$ cat src/rtl/vm_pkg.sv
// vm_pkg: shared types, default parameters and the seven-segment decode
// for the vending_machine block.
package vm_pkg;

    // One-hot controller states; the encoding is driven straight onto status.
    typedef enum logic [3:0] {
        ST_IDLE   = 4'b0001,
        ST_CREDIT = 4'b0010,
        ST_VEND   = 4'b0100,
        ST_REFUND = 4'b1000
    } state_e;

    // The single action chosen from the edge events of one cycle.
    typedef enum logic [2:0] {
        ACT_NONE,
        ACT_COIN,
        ACT_REJECT,
        ACT_BUY1,
        ACT_BUY2,
        ACT_REFUND
    } action_e;

    localparam int unsigned DEF_PRICE_G1     = 3;
    localparam int unsigned DEF_PRICE_G2     = 10;
    localparam int unsigned DEF_MAX_BAL      = 99;
    localparam int unsigned DEF_PULSE_CYCLES = 4;
    localparam int unsigned DEF_SCAN_DIV     = 16;
    localparam int unsigned BAL_W            = 7;

    // BCD digit to active-low segments {dp,g,f,e,d,c,b,a}; dp always off.
    function automatic logic [7:0] seg7_decode(input logic [3:0] val);
        case (val)
            4'd0:    seg7_decode = 8'hC0;
            4'd1:    seg7_decode = 8'hF9;
            4'd2:    seg7_decode = 8'hA4;
            4'd3:    seg7_decode = 8'hB0;
            4'd4:    seg7_decode = 8'h99;
            4'd5:    seg7_decode = 8'h92;
            4'd6:    seg7_decode = 8'h82;
            4'd7:    seg7_decode = 8'hF8;
            4'd8:    seg7_decode = 8'h80;
            4'd9:    seg7_decode = 8'h90;
            default: seg7_decode = 8'hFF;
        endcase
    endfunction

endpackage

$ cat src/rtl/vending_machine_if.sv
// vending_machine_if: coin/button inputs plus indicator and display outputs.
// The master side is the panel (or bench); the slave side is the controller.
interface vending_machine_if;
    logic       one_yuan;
    logic       ten_yuan;
    logic       cancel;
    logic       buy_g1;
    logic       buy_g2;
    logic       on;
    logic       occupy;
    logic       get_good;
    logic       ret_coin;
    logic       good1;
    logic       good2;
    logic [7:0] AN;
    logic [7:0] seg_out;
    logic [3:0] status;

    modport master (
        output one_yuan, ten_yuan, cancel, buy_g1, buy_g2,
        input  on, occupy, get_good, ret_coin, good1, good2, AN, seg_out, status
    );

    modport slave (
        input  one_yuan, ten_yuan, cancel, buy_g1, buy_g2,
        output on, occupy, get_good, ret_coin, good1, good2, AN, seg_out, status
    );
endinterface

$ cat src/rtl/seg7_scan.sv
// seg7_scan: two-digit multiplexed seven-segment driver. Digit 0 and digit 1
// take turns every SCAN_DIV cycles; digits 2..7 stay blanked.
module seg7_scan
    import vm_pkg::*;
#(
    parameter int unsigned SCAN_DIV = DEF_SCAN_DIV
) (
    input  logic       clk,
    input  logic       rst,
    input  logic [3:0] digit0,
    input  logic [3:0] digit1,
    output logic [7:0] an,
    output logic [7:0] seg_out
);
    localparam int unsigned CW = (SCAN_DIV > 1) ? $clog2(SCAN_DIV) : 1;

    logic [CW-1:0] cnt_q, cnt_d;
    logic          sel_q, sel_d;
    logic [7:0]    an_q, an_d;
    logic [7:0]    seg_q, seg_d;

    // Scan divider, digit select and registered display outputs.
    always_ff @(posedge clk) begin
        if (!rst) begin
            cnt_q <= '0;
            sel_q <= 1'b0;
            an_q  <= 8'hFF;
            seg_q <= 8'hFF;
        end else begin
            cnt_q <= cnt_d;
            sel_q <= sel_d;
            an_q  <= an_d;
            seg_q <= seg_d;
        end
    end

    // Advance the slot counter and pick the glyph for the active digit.
    always_comb begin
        cnt_d = cnt_q + 1'b1;
        sel_d = sel_q;
        if (cnt_q == CW'(SCAN_DIV - 1)) begin
            cnt_d = '0;
            sel_d = ~sel_q;
        end
        an_d  = sel_q ? 8'hFD : 8'hFE;
        seg_d = seg7_decode(sel_q ? digit1 : digit0);
    end

    assign an      = an_q;
    assign seg_out = seg_q;
endmodule

$ cat src/rtl/vending_machine.sv
// vending_machine: two-product coin controller with credit balance, timed
// dispense/refund strobes and a balance display.
// Build option: define VM_SEG_DISPLAY_EN to build the seven-segment scan;
// otherwise AN and seg_out are held at 8'hFF.
module vending_machine
    import vm_pkg::*;
#(
    parameter int unsigned PRICE_G1     = DEF_PRICE_G1,
    parameter int unsigned PRICE_G2     = DEF_PRICE_G2,
    parameter int unsigned MAX_BAL      = DEF_MAX_BAL,
    parameter int unsigned PULSE_CYCLES = DEF_PULSE_CYCLES,
    parameter int unsigned SCAN_DIV     = DEF_SCAN_DIV
) (
    input  logic              clk,
    input  logic              rst,
    vending_machine_if.slave  bus
);
    localparam int unsigned PW = (PULSE_CYCLES > 1) ? $clog2(PULSE_CYCLES) : 1;
    localparam logic [BAL_W-1:0] P1   = BAL_W'(PRICE_G1);
    localparam logic [BAL_W-1:0] P2   = BAL_W'(PRICE_G2);
    localparam logic [BAL_W:0]   MAXB = (BAL_W + 1)'(MAX_BAL);

    state_e           state_q, state_d;
    logic [BAL_W-1:0] bal_q, bal_d;
    logic [PW-1:0]    pulse_q, pulse_d;
    logic [4:0]       hist_q, hist_d;
    logic             on_q, on_d;
    logic             good1_q, good1_d;
    logic             good2_q, good2_d;
    logic             get_good_q, get_good_d;
    logic             ret_coin_q, ret_coin_d;

    logic [4:0]       in_vec, ev;
    logic [BAL_W:0]   coin_sum;
    action_e          act;

    // Input order {buy_g2, buy_g1, cancel, ten_yuan, one_yuan}.
    assign in_vec = {bus.buy_g2, bus.buy_g1, bus.cancel, bus.ten_yuan, bus.one_yuan};
    // Events are masked on the first cycle after reset so inputs already high
    // at release load the history without firing.
    assign ev       = in_vec & ~hist_q & {5{on_q}};
    assign coin_sum = {1'b0, bal_q} + (ev[1] ? (BAL_W + 1)'(10) : (BAL_W + 1)'(1));
    assign hist_d   = in_vec;
    assign on_d     = 1'b1;

    // State and datapath registers, all cleared by synchronous reset.
    always_ff @(posedge clk) begin
        // NOTE: every flop uses <= so all registers sample the same pre-edge values.
        if (!rst) begin
            state_q    <= ST_IDLE;
            bal_q      <= '0;
            pulse_q    <= '0;
            hist_q     <= '0;
            on_q       <= 1'b0;
            good1_q    <= 1'b0;
            good2_q    <= 1'b0;
            get_good_q <= 1'b0;
            ret_coin_q <= 1'b0;
        end else begin
            state_q    <= state_d;
            bal_q      <= bal_d;
            pulse_q    <= pulse_d;
            hist_q     <= hist_d;
            on_q       <= on_d;
            good1_q    <= good1_d;
            good2_q    <= good2_d;
            get_good_q <= get_good_d;
            ret_coin_q <= ret_coin_d;
        end
    end

    // Pick the single highest-priority event: cancel > buy_g1 > buy_g2 > coin.
    always_comb begin
        act = ACT_NONE;
        if (state_q == ST_IDLE || state_q == ST_CREDIT) begin
            if (ev[2])              act = (bal_q != '0) ? ACT_REFUND : ACT_NONE;
            else if (ev[3])         act = (bal_q >= P1) ? ACT_BUY1 : ACT_NONE;
            else if (ev[4])         act = (bal_q >= P2) ? ACT_BUY2 : ACT_NONE;
            else if (ev[1] | ev[0]) act = (coin_sum > MAXB) ? ACT_REJECT : ACT_COIN;
        end
    end

    // Next-state logic.
    always_comb begin
        state_d = state_q;
        case (state_q)
            ST_IDLE, ST_CREDIT: begin
                case (act)
                    ACT_COIN:           state_d = ST_CREDIT;
                    ACT_BUY1, ACT_BUY2: state_d = ST_VEND;
                    ACT_REFUND:         state_d = ST_REFUND;
                    default:            state_d = state_q;
                endcase
            end
            ST_VEND:   if (pulse_q == '0) state_d = (bal_q != '0) ? ST_CREDIT : ST_IDLE;
            ST_REFUND: if (pulse_q == '0) state_d = ST_IDLE;
            default:   state_d = ST_IDLE;
        endcase
    end

    // Balance update and strobe generation; strobes hold through the pulse.
    always_comb begin
        // NOTE: each output gets a default first so no path infers a latch.
        bal_d      = bal_q;
        pulse_d    = pulse_q;
        good1_d    = 1'b0;
        good2_d    = 1'b0;
        get_good_d = 1'b0;
        ret_coin_d = 1'b0;
        case (state_q)
            ST_VEND: begin
                if (pulse_q != '0) begin
                    pulse_d    = pulse_q - 1'b1;
                    good1_d    = good1_q;
                    good2_d    = good2_q;
                    get_good_d = 1'b1;
                end
            end
            ST_REFUND: begin
                if (pulse_q != '0) begin
                    pulse_d    = pulse_q - 1'b1;
                    ret_coin_d = 1'b1;
                end
            end
            default: begin
                case (act)
                    ACT_COIN:   bal_d = coin_sum[BAL_W-1:0];
                    ACT_REJECT: ret_coin_d = 1'b1;
                    ACT_BUY1: begin
                        bal_d      = bal_q - P1;
                        pulse_d    = PW'(PULSE_CYCLES - 1);
                        good1_d    = 1'b1;
                        get_good_d = 1'b1;
                    end
                    ACT_BUY2: begin
                        bal_d      = bal_q - P2;
                        pulse_d    = PW'(PULSE_CYCLES - 1);
                        good2_d    = 1'b1;
                        get_good_d = 1'b1;
                    end
                    ACT_REFUND: begin
                        bal_d      = '0;
                        pulse_d    = PW'(PULSE_CYCLES - 1);
                        ret_coin_d = 1'b1;
                    end
                    default: bal_d = bal_q;
                endcase
            end
        endcase
    end

    assign bus.on       = on_q;
    assign bus.occupy   = (state_q != ST_IDLE);
    assign bus.status   = state_q;
    assign bus.good1    = good1_q;
    assign bus.good2    = good2_q;
    assign bus.get_good = get_good_q;
    assign bus.ret_coin = ret_coin_q;

`ifdef VM_SEG_DISPLAY_EN
    seg7_scan #(.SCAN_DIV(SCAN_DIV)) u_scan (
        .clk    (clk),
        .rst    (rst),
        .digit0 (4'(bal_q % 7'd10)),
        .digit1 (4'(bal_q / 7'd10)),
        .an     (bus.AN),
        .seg_out(bus.seg_out)
    );
`else
    assign bus.AN      = 8'hFF;
    assign bus.seg_out = 8'hFF;
`endif
endmodule

$ cat src/flat_wrapper.sv
// flat-port wrapper written by rule: the top's interface ports become plain ports
module vending_machine_flat import vm_pkg::*;
#(
    parameter int unsigned PRICE_G1     = DEF_PRICE_G1,
    parameter int unsigned PRICE_G2     = DEF_PRICE_G2,
    parameter int unsigned MAX_BAL      = DEF_MAX_BAL,
    parameter int unsigned PULSE_CYCLES = DEF_PULSE_CYCLES,
    parameter int unsigned SCAN_DIV     = DEF_SCAN_DIV
)
  (clk, rst, bus_one_yuan, bus_ten_yuan, bus_cancel, bus_buy_g1, bus_buy_g2, bus_on, bus_occupy, bus_get_good, bus_ret_coin, bus_good1, bus_good2, bus_AN, bus_seg_out, bus_status);
  vending_machine_if bus_i ();
  input  logic clk;
  input  logic rst;
  input wire logic [$bits(bus_i.one_yuan)-1:0] bus_one_yuan;
  input wire logic [$bits(bus_i.ten_yuan)-1:0] bus_ten_yuan;
  input wire logic [$bits(bus_i.cancel)-1:0] bus_cancel;
  input wire logic [$bits(bus_i.buy_g1)-1:0] bus_buy_g1;
  input wire logic [$bits(bus_i.buy_g2)-1:0] bus_buy_g2;
  output wire logic [$bits(bus_i.on)-1:0] bus_on;
  output wire logic [$bits(bus_i.occupy)-1:0] bus_occupy;
  output wire logic [$bits(bus_i.get_good)-1:0] bus_get_good;
  output wire logic [$bits(bus_i.ret_coin)-1:0] bus_ret_coin;
  output wire logic [$bits(bus_i.good1)-1:0] bus_good1;
  output wire logic [$bits(bus_i.good2)-1:0] bus_good2;
  output wire logic [$bits(bus_i.AN)-1:0] bus_AN;
  output wire logic [$bits(bus_i.seg_out)-1:0] bus_seg_out;
  output wire logic [$bits(bus_i.status)-1:0] bus_status;
  assign bus_i.one_yuan = bus_one_yuan;
  assign bus_i.ten_yuan = bus_ten_yuan;
  assign bus_i.cancel = bus_cancel;
  assign bus_i.buy_g1 = bus_buy_g1;
  assign bus_i.buy_g2 = bus_buy_g2;
  assign bus_on = bus_i.on;
  assign bus_occupy = bus_i.occupy;
  assign bus_get_good = bus_i.get_good;
  assign bus_ret_coin = bus_i.ret_coin;
  assign bus_good1 = bus_i.good1;
  assign bus_good2 = bus_i.good2;
  assign bus_AN = bus_i.AN;
  assign bus_seg_out = bus_i.seg_out;
  assign bus_status = bus_i.status;
  vending_machine #(.PRICE_G1(PRICE_G1), .PRICE_G2(PRICE_G2), .MAX_BAL(MAX_BAL), .PULSE_CYCLES(PULSE_CYCLES), .SCAN_DIV(SCAN_DIV)) u_core (.clk(clk), .rst(rst), .bus(bus_i));
endmodule
$ cat config.mk
export PLATFORM = sky130hd
export DESIGN_NAME = vending_machine_flat
export DESIGN_NICKNAME = d
export VERILOG_FILES = /design/src/rtl/vm_pkg.sv /design/src/rtl/vending_machine_if.sv /design/src/rtl/seg7_scan.sv /design/src/rtl/vending_machine.sv /design/src/flat_wrapper.sv
export SDC_FILE = /design/constraint.sdc
export NUM_CORES = 1
export LEC_CHECK = 0
export ABC_AREA = 1
export CAP_MARGIN = 20
export CORE_UTILIZATION = 41
export CTS_CLUSTER_DIAMETER = 150
export CTS_CLUSTER_SIZE = 28
export DETAILED_ROUTE_END_ITERATION = 8
export GPL_TIMING_DRIVEN = 0
export PLACE_DENSITY = 0.66
export SLEW_MARGIN = 25
export SYNTH_ARGS = -nofsm -noshare
export SYNTH_HDL_FRONTEND = slang
export SYNTH_SLANG_ARGS = --single-unit
$ cat constraint.sdc
create_clock -name clk -period 2.55 [get_ports clk]
set_input_delay 0.6375 -clock clk [delete_from_list [all_inputs] [get_ports clk]]
set_output_delay 0.6375 -clock clk [all_outputs]
set_load 0.005 [all_outputs]
==> impl_results.md <==
* Drt via density at 4.77
* Yosys reg bits at 23
* Highest routed layer: met4
* Crit Path Class: reg -> reg
* Synth Instances at 264
* Vias in the first global route at 1,431
* Initial antenna violation count at 0
* P_sw at 1.11 mW
* Min Hold Slack at 0.469 ns
* Drt drc at 0
* Via count at 1,728
* Max-slew headroom at 63.8%
* Critical Path AT at 2.81 ns
* Failing checks: setup timing
* TritonCTS buffer count at 3
* M1 WL at 1.90 mm
* Worst skew pair latency at 0.27 ns
* Number of top-level pins at 33
* Max rail drop VDD at 0.000405 V
* RePlAce Congestion at 0.872
* Unrepaired setup endpoints after global routing: true
* Final ANT Viol Nets at 0
* Synth Area per Inst at 6.75 µm²
* Clock-pin slew on the worst setup and hold paths at 0.08 ns
* Worst setup SP type: register
* H-tree depth at 1
* Post-synthesis sequential area ratio at 25.8%
* Worst hold path type: reg -> reg
* Crit-path cells: inv_4 > nor2_4 > nand2_4 > ha_4 > fa_2 > nand3_2 > nand2_4 > nand3_2 > nand2_1 > nor2_1 > nand2_2 > nand2_1 > nand2_2 > a21oi_4 > nand3_4 > nand3b_1 > nand4_1 > nand2_1 > inv_1
* Dpl hpwl at 2.95 mm
* Status: finished, violations left
* Final min period at 2.64 ns
* Clock sinks at 23
* Worst R2R Start: u_core.bus.on
* Layout cells sized above 1 at 27.2%
* Critical path required time at 2.72 ns
* Die W at 67.9 µm
* Full die area at 4620 µm²
* Die H at 67.9 µm
* Internal Dissipation at 1.23 mW
* First-pass GRT wire length at 6.49 mm
* Nets at 330
* Hold Buf Count CTS at 0
* Diode count at 0
* Syn. warnings at 0
* Worst Min Path Start: u_core.bus.good1
* Pre-CTS WS at -0.848 ns
* DR WL met2 at 1.96 mm
* Comb pwr share at 66.6%
* Most common cell after layout, fill and taps aside: nand2_1
* Final global-route overflow total at 0
* Area contributors post-synth: dfxtp_1, nand2_1, inv_1
* WL/cell at 11.5 µm
* CP Max Fanout at 8
* End of the critical path: u_core.bal_q[3]
* CP delay by family, top: simple AND/OR/NAND/NOR gates
* Slowest Stage Delay on Critical Path at 0.38 ns
* Setup Skew at 0.00427 ns
* P&R area growth vs syn at 33.4%
* Worst setup EP type: register
* TritonCTS clock tree: yes
* Crit path from: u_core.bus.on
* DRT Wirelength at 4.17 mm
* Row count at 23
* Buf+Inv Stages, Crit Path at 2
* R2r setup slk at -0.09 ns
* Slowest CP cell: fa_2
* Port Buffer Count at 16
* Most frequent cells in the layout: nand2_1, inv_1, buf_4
* Mapped cell area at 1780 µm²
* Share of the synthesized area in the top cell type at 25.8%
* Pwr Density at 987 nW/µm²
* Critical path's most frequent cell: nand2_1
* Cell count along the critical path at 19
* Max Cap Violations at 0
* CTS max path bufs at 2
* Initial Util at 43.6%
* Clock share of power at 9.7%
* Reg2Reg Depth at 19
* Max-slew violations at 0
* Max Fclk at 0.379 GHz
* Slew @ Worst Pin at 0.542 ns
* Fin crit share at 104%
* Largest net degree at the start of global routing at 13
* Drt first-iter violations at 132
* RR Endpoint: u_core.bal_q[3]
* Sw frac at 47.5%
* Setup Viol. Count Final at 9
* Fill cell count at 372
* Setup ws final at -0.0908 ns
* Core Region at 4090 µm²
* Overall Global Routing Usage at 18.7%
* Drt first pass iters at 4
* Fin. Hold Viols at 0
* Seq pwr share at 23.7%
* Post-synth top area cell: dfxtp_1
* Routed met3 length at 188 µm
* Synth cell types at 32
* Leak pwr at 1.18 nW
* Root Driver: clkbuf_8
[worst min path at each step]
stage | endpoint | slack [ns] | cells past startpoint
finish | u_core.bus.good1 | 0.47 | 2
global route | u_core.bus.good1 | 0.50 | 2
CTS | u_core.bus.good1 | 0.48 | 2
detailed placement | u_core.bus.good2 | 0.46 | 2
global placement | u_core.bus.good2 | 0.46 | 2
floorplan | u_core.bus.good1 | 0.46 | 2
[registers in the layout, indices dropped and copies added (netlist names), 2 cells and up]
register,flops
u_core.hist_q,5
u_core.bal_q,7
u_core.pulse_q,2
u_core.bus.status,4
[what timing repair did]
action                     in CTS  in global routing
buffers inserted                7                  5
setup endpoints to repair      17                 15
pin swaps                      14                 17
cloned                          1                  0
gates resized for setup        18                 31
[power groups by stage]
| stage | registers (mW) | clock network (mW) | logic [mW] |
|---|---|---|---|
| after floorplan | 0.533 | 0 | 1.00 |
| after global placement | 0.550 | 0 | 1.27 |
| after detailed placement | 0.553 | 0 | 1.28 |
| after CTS | 0.552 | 0.236 | 1.38 |
| after global routing | 0.571 | 0.252 | 1.74 |
| final | 0.556 | 0.227 | 1.56 |
[per-layer routing]
layer | vias up | GRT usage [%]
li1 | 896 | -
met1 | 774 | 24.2
met2 | 47 | 30.6
met3 | 11 | 3.17
met4 | 0 | 7.55
met5 | - | 0
[metrics by stage]
step                std cells  area (µm²)  TNS (ns)  util, %  total power, mW
floorplan                 279        1850         0        -             1.54
global placement          345        2070    -11.68     50.8             1.82
detailed placement        345        2070    -11.74     50.8             1.83
CTS                       357        2230    -0.533     54.5             2.17
global route              362        2380     -2.96     58.2             2.57
finish                    362        2380    -0.537     58.2             2.35
[cell families after synthesis]
group	after synthesis	share of synthesized area [%]
AO/OA/AOI/OAI	32	10.7
XOR/XNOR	10	4.91
flip-flops	23	25.8
other	1	0.210
adder cells (fa/ha/maj)	10	7.44
buffers and inverters	63	17.9
AND/OR/NAND/NOR	125	33.1
[area by class of cell]
type                       count  area, µm²  area share [%]
buffer                        22        165            6.94
clock buffer                   4       45.0            1.89
inverter                      41        156            6.58
multi-input combinational    193       1220            51.4
sequential                    23        462            19.4
tap                           50       62.6            2.63
timing repair buffer          29        264            11.1
[synth_stat cells (all sizes together)]
cell type and count:
nand2 57, inv 41, nor2 29, dfxtp 23, nand3 22, buf 20
o21ai 16, a21oi 13, ha 9, xor2 9, nand4 6, nor3 5
nand3b 3, or2 3, clkbuf 2, a21boi 1, a31oi 1, conb 1
fa 1, o211ai 1, xnor2 1
[tightest hold or removal path: stages, from the launching register on]
cell,delay (ns)
dfxtp_1,0.32
nand2_1,0.06
a21oi_1,0.05
Note: power is estimated with default switching activity, not from simulation.
